<file path="src/rtl/rr_decoder_arbiter.sv">
// Round-robin arbiter for 8 requesters with decoded one-hot grant
// and a hold-time limit that preempts a grant after HOLD_MAX cycles.
//
// Ports:
//   clk_i        clock, all state updates on posedge
//   reset_i      synchronous active-high reset
//   req_i[7:0]   request vector, bit i = requester i
//   done_i       current owner finished (only looked at in GRANT)
//   gnt_o[7:0]   one-hot grant, zero when no grant is active
//   gnt_idx_o    index of current or last winner
//   gnt_valid_o  grant active
//   preempt_o    1-cycle pulse when a grant ended by timeout
module rr_decoder_arbiter #(
  parameter int unsigned HOLD_MAX = 4
) (
  input  logic       clk_i,
  input  logic       reset_i,
  input  logic [7:0] req_i,
  input  logic       done_i,
  output logic [7:0] gnt_o,
  output logic [2:0] gnt_idx_o,
  output logic       gnt_valid_o,
  output logic       preempt_o
);

  typedef enum logic [0:0] {
    IDLE  = 1'b0,
    GRANT = 1'b1
  } state_e;

  localparam logic [3:0] HOLD_LAST =
    4'(HOLD_MAX - 1);

  state_e     state_q, state_d;
  logic [2:0] ptr_q, ptr_d;
  logic [2:0] idx_q, idx_d;
  logic [3:0] hold_q, hold_d;
  logic       preempt_q, preempt_d;

  logic [2:0] win;
  logic       win_vld;
  logic       owner_req;
  logic       timeout;

  // Scan from ptr upward with wrap; the loop
  // runs from the farthest offset down so the
  // closest set bit to ptr is the last written.
  always_comb begin
    logic [2:0] cand;
    win     = '0;
    win_vld = 1'b0;
    cand    = '0;
    for (int k = 7; k >= 0; k--) begin
      cand = ptr_q + 3'(k);
      if (req_i[cand]) begin
        win     = cand;
        win_vld = 1'b1;
      end
    end
  end

  assign owner_req = req_i[idx_q];
  assign timeout   = (hold_q == HOLD_LAST);

  always_comb begin
    state_d   = state_q;
    ptr_d     = ptr_q;
    idx_d     = idx_q;
    hold_d    = hold_q;
    preempt_d = 1'b0;
    unique case (state_q)
      IDLE: begin
        if (win_vld) begin
          state_d = GRANT;
          idx_d   = win;
          hold_d  = '0;
        end
      end
      GRANT: begin
        // done beats timeout, so a
        // simultaneous done never preempts.
        if (done_i || !owner_req) begin
          state_d = IDLE;
          ptr_d   = idx_q + 3'd1;
          hold_d  = '0;
        end else if (timeout) begin
          state_d   = IDLE;
          ptr_d     = idx_q + 3'd1;
          hold_d    = '0;
          preempt_d = 1'b1;
        end else begin
          hold_d = hold_q + 4'd1;
        end
      end
      default: begin
        state_d = IDLE;
      end
    endcase
  end

  always_ff @(posedge clk_i) begin
    if (reset_i) begin
      state_q   <= IDLE;
      ptr_q     <= '0;
      idx_q     <= '0;
      hold_q    <= '0;
      preempt_q <= 1'b0;
    end else begin
      state_q   <= state_d;
      ptr_q     <= ptr_d;
      idx_q     <= idx_d;
      hold_q    <= hold_d;
      preempt_q <= preempt_d;
    end
  end

  assign gnt_valid_o = (state_q == GRANT);
  assign gnt_idx_o   = idx_q;
  assign preempt_o   = preempt_q;
  assign gnt_o       = gnt_valid_o
                     ? (8'b1 << idx_q)
                     : 8'b0;

endmodule

</file>
<file path="config.mk">
export PLATFORM = sky130hd
export DESIGN_NAME = rr_decoder_arbiter
export DESIGN_NICKNAME = d
export VERILOG_FILES = /design/src/rtl/rr_decoder_arbiter.sv
export SDC_FILE = /design/constraint.sdc
export NUM_CORES = 1
export LEC_CHECK = 0
export BUFFER_PORTS_ARGS = -buffer_cell sky130_fd_sc_hd__buf_2
export CAP_MARGIN = 0
export CORE_MARGIN = 3
export CORE_UTILIZATION = 54
export CTS_BUF_LIST = sky130_fd_sc_hd__clkbuf_2 sky130_fd_sc_hd__clkbuf_4 sky130_fd_sc_hd__clkbuf_8
export CTS_CLUSTER_DIAMETER = 100
export DETAILED_ROUTE_END_ITERATION = 6
export PLACE_DENSITY = 0.85
export SETUP_SLACK_MARGIN = 0.4
export SKIP_LAST_GASP = 1
export SYNTH_ARGS = -nofsm -noshare
export SYNTH_HDL_FRONTEND = slang
export SYNTH_SLANG_ARGS = --single-unit
</file>
<file path="constraint.sdc">
create_clock -name clk_i -period 2.9 [get_ports clk_i]
set_input_delay 0.29 -clock clk_i [delete_from_list [all_inputs] [get_ports clk_i]]
set_output_delay 0.29 -clock clk_i [all_outputs]
set_load 0.05 [all_outputs]
</file>
==> results of run 1 <==
-- critical path, delay by kind of cell (launching register included) --
kind | cells | cell delay [ns]
compound gates | 4 | 0.60
simple gates | 2 | 0.62
mux | 1 | 0.33
flops | 1 | 0.32
fa+ha+maj | 1 | 0.25
buf+inv | 2 | 0.28
-- layer usage --
metal / track usage, % / up-vias
li1: - / 763
met4: 6.336 / 0
met3: 3.417 / 14
met1: 30.11 / 793
met5: 0 / -
met2: 38.75 / 90
-- state kept, by name, indices dropped and copies added (netlist names) --
name	count
hold_q	4
gnt_valid_o	1
ptr_q	3
preempt_o	1
gnt_idx_o	3
-- area by class of cell --
class                           instances  area, um^2
Fill cell                             211       903.4
Multi-Input combinational cell        154        1453
Sequential cell                        12       245.2
Timing Repair Buffer                   33       197.7
Clock buffer                            4       36.28
Tap cell                               42       52.55
Inverter                                9       36.28
-- repair_timing --
action,CTS,global route
pin swaps,1,2
resized for setup,3,8
gates cloned,0,0
endpoints found under the hold margin,0,0
setup endpoints to repair,2,3
setup buffers,2,3
-- cell usage after synthesis (all sizes together) (2+ instances only) --
cell	n	share of area [%]
a21oi	8	2.3
inv	9	1.9
nor2	22	5.2
mux2	3	1.9
nor3b	4	1.7
o21ai	11	3.2
nand2	14	3.0
dfxtp	12	14
nor2b	4	1.9
and2	6	2.2
a221oi	2	1.4
xnor2	3	1.5
a211oi	2	1.1
buf	9	3.6
nand3	4	1.1
and3	6	2.2
nand3b	3	1.3
ha	9	6.5
clkbuf	5	1.1
nor3	7	2.6
mux2i	10	5.7
mux4	20	28
a31oi	2	0.72
-- power groups by stage --
stage	Sequential [W]	Clock, W	Combinational, W
6_report	0.000219	0.000136	0.000765
5_1_grt	0.000223	0.000148	0.000817
4_1_cts	0.000217	0.000140	0.000712
3_5_place_dp	0.000221	0	0.000692
3_3_place_gp	0.000220	0	0.000677
2_1_floorplan	0.000248	0	0.000543
-- cell families after synthesis --
| logic type | Yosys count | share of synthesized area [%] |
|---|---|---|
| AOI/OAI and AO/OA | 35 | 13.77 |
| xor gates and xnor gates | 3 | 1.507 |
| adders and majority gates | 9 | 6.456 |
| buffers and inverters | 23 | 6.599 |
| DFF | 12 | 13.77 |
| muxes | 33 | 35.22 |
| and+or+nand+nor | 74 | 22.67 |
-- metrics by stage --
step | power, W | utilization (%)
CTS | 0.001070 | 67.39
detailed placement | 0.0009134 | 65.21
global placement | 0.0008969 | 65.21
floorplan | 0.0007901 | -
finish | 0.001121 | 69.11
global route | 0.001188 | 69.11
-- how the worst max path moves through the flow --
stage,from,endpoint,slack [ns],depth (start not counted)
2_1_floorplan,ptr_q[0]$_SDFFE_PP0P_,gnt_idx_o[1]$_SDFFE_PP0P_,0.23,12
3_3_place_gp,ptr_q[0]$_SDFFE_PP0P_,gnt_idx_o[1]$_SDFFE_PP0P_,0.41,9
3_5_place_dp,ptr_q[1]$_SDFFE_PP0P_,gnt_idx_o[1]$_SDFFE_PP0P_,0.34,9
4_1_cts,ptr_q[0]$_SDFFE_PP0P_,gnt_idx_o[0]$_SDFFE_PP0P_,0.42,7
5_1_grt,ptr_q[1]$_SDFFE_PP0P_,gnt_idx_o[1]$_SDFFE_PP0P_,0.33,9
6_report,ptr_q[1]$_SDFFE_PP0P_,gnt_idx_o[0]$_SDFFE_PP0P_,0.42,10
==> results by group, run 1 <==
STA
  – Post-route setup slack: 0.4165 ns
  – Fin. max-slew vios: 0
  – Final setup viols: 0
  – Rel. slew slack: 68.73%
  – Worst-Margin Slew: 0.4684 ns
  – Total Neg Setup Slack: 0 ns
  – Skew final: 0.006561 ns
  – Hold WS: 0.3404 ns
  – Fin. Hold Viols: 0
  – Fmax: 402.7 MHz
  – Final Cycle Share: 85.64%
  – RSZ-0062 raised after global routing: yes
  – Final worst path period need: 2.484 ns

Clocking
  – Worst skew pair latency: 0.28 ns
  – CTS sink cnt: 12
  – CTS tree: yes
  – Total CTS buffers: 3
  – Htree depth: 1
  – Clock Tree Buf Depth: 2
  – CTS Hold Buffers Added: 0
  – CTS root buffer: clkbuf_4
  – CTS clk-pin slew, worst paths: 0.08 ns

Power and ir drop
  – Leak Pwr: 0.8361 nW
  – Flop pwr share: 19.5%
  – Cell internal pwr: 0.0005998 W
  – Pwr Density: 554.5 nW/um^2
  – Switching share of power: 46.47%
  – Maximum VDD drop: 0.0004587 V
  – NetSw: 0.0005207 W
  – Clk network pwr share: 12.2%
  – Combinational power share: 68.3%

Critical path
  – Register-to-register setup slack: 0.42 ns
  – Reg2reg end: gnt_idx_o[0]$_SDFFE_PP0P_
  – Largest fanout on the critical path: 6
  – CP dominant cell by count: o21ai_1
  – Critical path's slowest cell: or3_1
  – Worst path cell trace: inv_1, ha_4, buf_4, mux4_1, nor2b_1, a21oi_2, o21ai_1, o21ai_1, or3_1, a311oi_2
  – Reg2reg start: ptr_q[1]$_SDFFE_PP0P_
  – CP max stage delay: 0.35 ns
  – Type of the worst setup path: flop to flop
  – Critical path required time: 3.09 ns
  – Worst setup EP type: flop
  – Worst R2R Path Depth: 10
  – CP startpoint kind: flop
  – Crit path DAT: 2.68 ns

Synthesis
  – Synthesized area per cell: 9.228 um^2
  – Mapped cell area: 1744 um^2
  – Register area share after synthesis: 13.77%
  – Synthesized instance count: 189
  – Number of flops mapped to enable cells by yosys: 0
  – Asr flop ratio synth: 0%
  – Synthesized net count: 209
  – Yosys warns: 0
  – Post-synthesis cell type count: 46
  – Synthesized flop and latch total: 12
  – Top_reg_cell synth: dfxtp_1

Final layout
  – Final nets: 233
  – Post-Layout Cell Count: 254
  – Most common cell after layout, fill and taps aside: buf_2
  – Ant diodes: 0
  – Layout cells sized above 1: 33.96%
  – Area grow syn2layout: 15.85%
  – Post-route cell area: 2021 um^2
  – Most frequent cells in the layout: 23 x buf_2, 21 x nor2_1, 14 x nand2_1

Hold path
  – Hold depth: 4
  – Hold Path Sink: preempt_o$_SDFF_PP0_
  – Worst hold path class: input pin to flop
  – Critical hold path startpoint: done_i

Global route
  – Total GRT Usage: 22.83%
  – Initial antenna violation count: 0
  – First-pass GRT wire length: 7210 um
  – GRT overflow: 0
  – Vias in the first global route: 1463
  – Largest net degree at the start of global routing: 22

Outcome
  – Outcome: finished clean

Placement
  – Placed insts: 245
  – Pre-CTS WS: 0.3421 ns
  – DP Area: 1907 um^2
  – Detailed placer's ending HPWL: 3090 um
  – Port Buffers: 23
  – GP Congestion: 0.9661

Floorplanning
  – # rows: 19
  – IO Count: 24
  – Die Height: 62.83 um
  – Die ar.: 3948 um^2
  – Starting Density: 59.65%
  – Die Width: 62.83 um
  – Core area: 2924 um^2

Route
  – Top sig layer: met4
  – Initial DRC count: 147
  – Drt pass-1 iters: 5
  – Vias post-DR: 1660
  – Final WL: 4478 um
  – Via-to-Cell Ratio: 6.535
  – Wire length on met2: 2191 um
  – M1 wire length: 1812 um
  – DR WL/cell: 17.63 um
  – Residual DRC: 0
  – Antenna Nets Post-Route: 0
  – Routed wire length on met3: 389 um

Run
  – Max-cap viol count: 0
(Power assumes the default switching activity.)
==> inputs of run 2 (changes only) <==
--- a/config.mk
+++ b/config.mk
@@ -8,11 +8,11 @@
 export BUFFER_PORTS_ARGS = -buffer_cell sky130_fd_sc_hd__buf_2
 export CAP_MARGIN = 0
 export CORE_MARGIN = 3
-export CORE_UTILIZATION = 54
+export CORE_UTILIZATION = 60
 export CTS_BUF_LIST = sky130_fd_sc_hd__clkbuf_2 sky130_fd_sc_hd__clkbuf_4 sky130_fd_sc_hd__clkbuf_8
 export CTS_CLUSTER_DIAMETER = 100
 export DETAILED_ROUTE_END_ITERATION = 6
-export PLACE_DENSITY = 0.85
+export PLACE_DENSITY = 0.89
 export SETUP_SLACK_MARGIN = 0.4
 export SKIP_LAST_GASP = 1
 export SYNTH_ARGS = -nofsm -noshare
==> constraint.sdc (replaced) <==
create_clock -name clk_i -period 2.55 [get_ports clk_i]
set_input_delay 0.255 -clock clk_i [delete_from_list [all_inputs] [get_ports clk_i]]
set_output_delay 0.255 -clock clk_i [all_outputs]
set_load 0.05 [all_outputs]
==> results by group, run 2 (same netlist as run 1, synthesis figures left out) <==
Outcome
  – Outcome: finished with violations
  – Failing checks: setup timing

Final layout
  – Most frequent cells in the layout: 23 x buf_2, 18 x nor2_1, 18 x buf_4
  – Most common cell after layout, fill and taps aside: buf_2
  – Biggest register: hold_q
  – Layout cells sized above 1: 47.14% (+13 points)
  – Ant diodes: 0 (unchanged)
  – Area grow syn2layout: 30.49%
  – Final nets: 248 (+6.4%)
  – Post-route cell area: 2276 um^2 (+13%)
  – Final core utilization: 87.12% (+18 points)
  – Max FFs per register: 4 (unchanged)

Power and ir drop
  – Switching share of power: 47.24% (+0.77 points)
  – Maximum VDD drop: 0.0008006 V (+75%)
  – Pwr Density: 676.1 nW/um^2 (+22%)
  – Clk network pwr share: 10.2% (-2.0 points)
  – Cell internal pwr: 0.0008118 W (+35%)
  – Leak Pwr: 0.9319 nW (+11%)
  – NetSw: 0.0007270 W (+40%)
  – Combinational power share: 73.1% (+4.8 points)
  – Flop pwr share: 16.6% (-2.9 points)

Critical path
  – Reg2reg end: gnt_idx_o[1]$_SDFFE_PP0P_
  – Type of the worst setup path: flop to flop
  – Critical path depth: 9 (-1)
  – Worst path cell trace: inv_2, ha_4, mux4_2, mux2_4, nor3_2, o32ai_2, a221oi_2, o211ai_1, nor3b_2
  – Critical path's slowest cell: mux4_2
  – Largest delay share family, worst path: multiplexers
  – Reg2reg start: ptr_q[1]$_SDFFE_PP0P_
  – Crit path DAT: 2.77 ns (+0.09 ns)
  – Worst setup EP type: flop
  – Critical path origin: ptr_q[1]$_SDFFE_PP0P_
  – CP max stage delay: 0.52 ns (+0.17 ns)
  – CP startpoint kind: flop
  – Worst R2R Path Depth: 9 (-1)
  – WP buf/inv: 1 (-1)
  – Critical path required time: 2.73 ns (-0.36 ns)
  – Register-to-register setup slack: -0.04 ns (-0.46 ns)
  – Critical Path Sink: gnt_idx_o[1]$_SDFFE_PP0P_
  – Largest fanout on the critical path: 5 (-1)

Hold path
  – Hold depth: 2 (-2)
  – Worst hold path class: input pin to flop

STA
  – Final setup viols: 1 (+1)
  – Worst-Margin Slew: 0.6506 ns (+0.1821 ns)
  – Final Cycle Share: 101.7% (+16 points)
  – Post-route setup slack: -0.04343 ns (-0.4599 ns)
  – Fmax: 385.6 MHz (-4.2%)
  – Final worst path period need: 2.593 ns (+0.1099 ns)
  – Skew final: 0.01180 ns (+0.005235 ns)
  – Hold WS: 0.3131 ns (-0.02727 ns)
  – Rel. slew slack: 56.32% (-12 points)
  – RSZ-0062 raised after global routing: yes
  – Fin. Hold Viols: 0 (unchanged)
  – Total Neg Setup Slack: -0.04343 ns (-0.04343 ns)
  – Fin. max-slew vios: 0 (unchanged)

Floorplanning
  – Starting Density: 66.76% (+7.1 points)
  – Die Width: 59.92 um (-4.6%)
  – Die Height: 59.92 um (-4.6%)
  – Die ar.: 3590 um^2 (-9.1%)
  – # rows: 18 (-1)
  – IO Count: 24 (unchanged)
  – Core area: 2613 um^2 (-11%)

Clocking
  – CTS root buffer: clkbuf_4
  – Clock Tree Buf Depth: 2 (unchanged)
  – Htree depth: 1 (unchanged)
  – CTS clk-pin slew, worst paths: 0.09 ns (about the same)
  – CTS tree: yes
  – CTS sink cnt: 12 (unchanged)
  – Total CTS buffers: 3 (unchanged)
  – Worst skew pair latency: 0.29 ns (about the same)

Global route
  – Total GRT Usage: 30.94% (+8.1 points)
  – Largest net degree at the start of global routing: 14 (-36%)
  – First-pass GRT wire length: 8438 um (+17%)
  – Initial antenna violation count: 0 (unchanged)
  – GRT overflow: 0 (unchanged)
  – Vias in the first global route: 1746 (+19%)

Placement
  – Pre-CTS WS: -0.07470 ns (-0.4168 ns)
  – Port Buffers: 23 (unchanged)
  – DP Area: 1922 um^2 (+0.79%)
  – Detailed placer's ending HPWL: 3168 um (+2.5%)
  – GP Congestion: 0.8878 (-8.1%)

Route
  – Residual DRC: 0 (unchanged)
  – Initial DRC count: 297 (+100%)
  – Via-to-Cell Ratio: 7.642 (+17%)
  – DR WL/cell: 25.22 um (+43%)
  – Final WL: 6481 um (+45%)
  – Drt pass-1 iters: 5 (unchanged)
  – Antenna Nets Post-Route: 0 (unchanged)
  – Vias post-DR: 1964 (+18%)

Run
  – Max-cap viol count: 0 (unchanged)
[run 2: worst reg2reg max path, cell delays in order (launching register included)]
cell and delay [ns]:
dfxtp_2 0.35, inv_2 0.05, ha_4 0.31, mux4_2 0.52, mux2_4 0.31, nor3_2 0.19
o32ai_2 0.13, a221oi_2 0.27, o211ai_1 0.16, nor3b_2 0.19
[run 2: cell type report]
cell class	count	area (um^2)
multi-input combinational	154	1540
clock buffer	4	36.28
timing repair buffer	48	380.4
tap	30	37.54
inverter	9	36.28
sequential	12	245.2
fill	111	336.6
[run 2: worst min path at each step]
stage / to / slack, ns / start
after floorplan: gnt_idx_o[0]$_SDFFE_PP0P_ / 0.32 / reset_i
after global placement: hold_q[2]$_SDFFE_PP0P_ / 0.49 / hold_q[3]$_SDFFE_PP0P_
after detailed placement: hold_q[2]$_SDFFE_PP0P_ / 0.50 / hold_q[3]$_SDFFE_PP0P_
after CTS: preempt_o$_SDFF_PP0_ / 0.29 / done_i
after global routing: hold_q[1]$_SDFFE_PP0P_ / 0.31 / reset_i
final: hold_q[1]$_SDFFE_PP0P_ / 0.31 / reset_i
[run 2: metal layers]
layer  up-vias  track usage [%]  part of all wire [%]
met1       919            40.17                    33
li1        791                -                     -
met2       203            49.69                    48
met4         0            11.39                   7.7
met3        51            7.775                    12
met5         -                0                     0
[run 2: timing repair]
item / CTS / global route
endpoints found under the setup margin: 7 / 8
hold buffers: 0 / 0
buffers inserted: 5 / 11
pin swaps: 5 / 15
gates resized for setup: 16 / 25
cloned: 2 / 0
[run 2: per-stage QoR]
step                       power, W  cells
after global routing       0.001604    257
final                      0.001539    257
after global placement     0.001027    235
after detailed placement   0.001063    235
after floorplan           0.0008990    189
after CTS                  0.001324    246
[run 2: power groups by stage]
stage | Sequential, W | Clock [W] | Combinational, W
final | 0.000256 | 0.000158 | 0.00113
after global routing | 0.000259 | 0.000165 | 0.00118
after CTS | 0.000250 | 0.000155 | 0.000919
after detailed placement | 0.000254 | 0 | 0.000809
after global placement | 0.000251 | 0 | 0.000776
after floorplan | 0.000282 | 0 | 0.000617
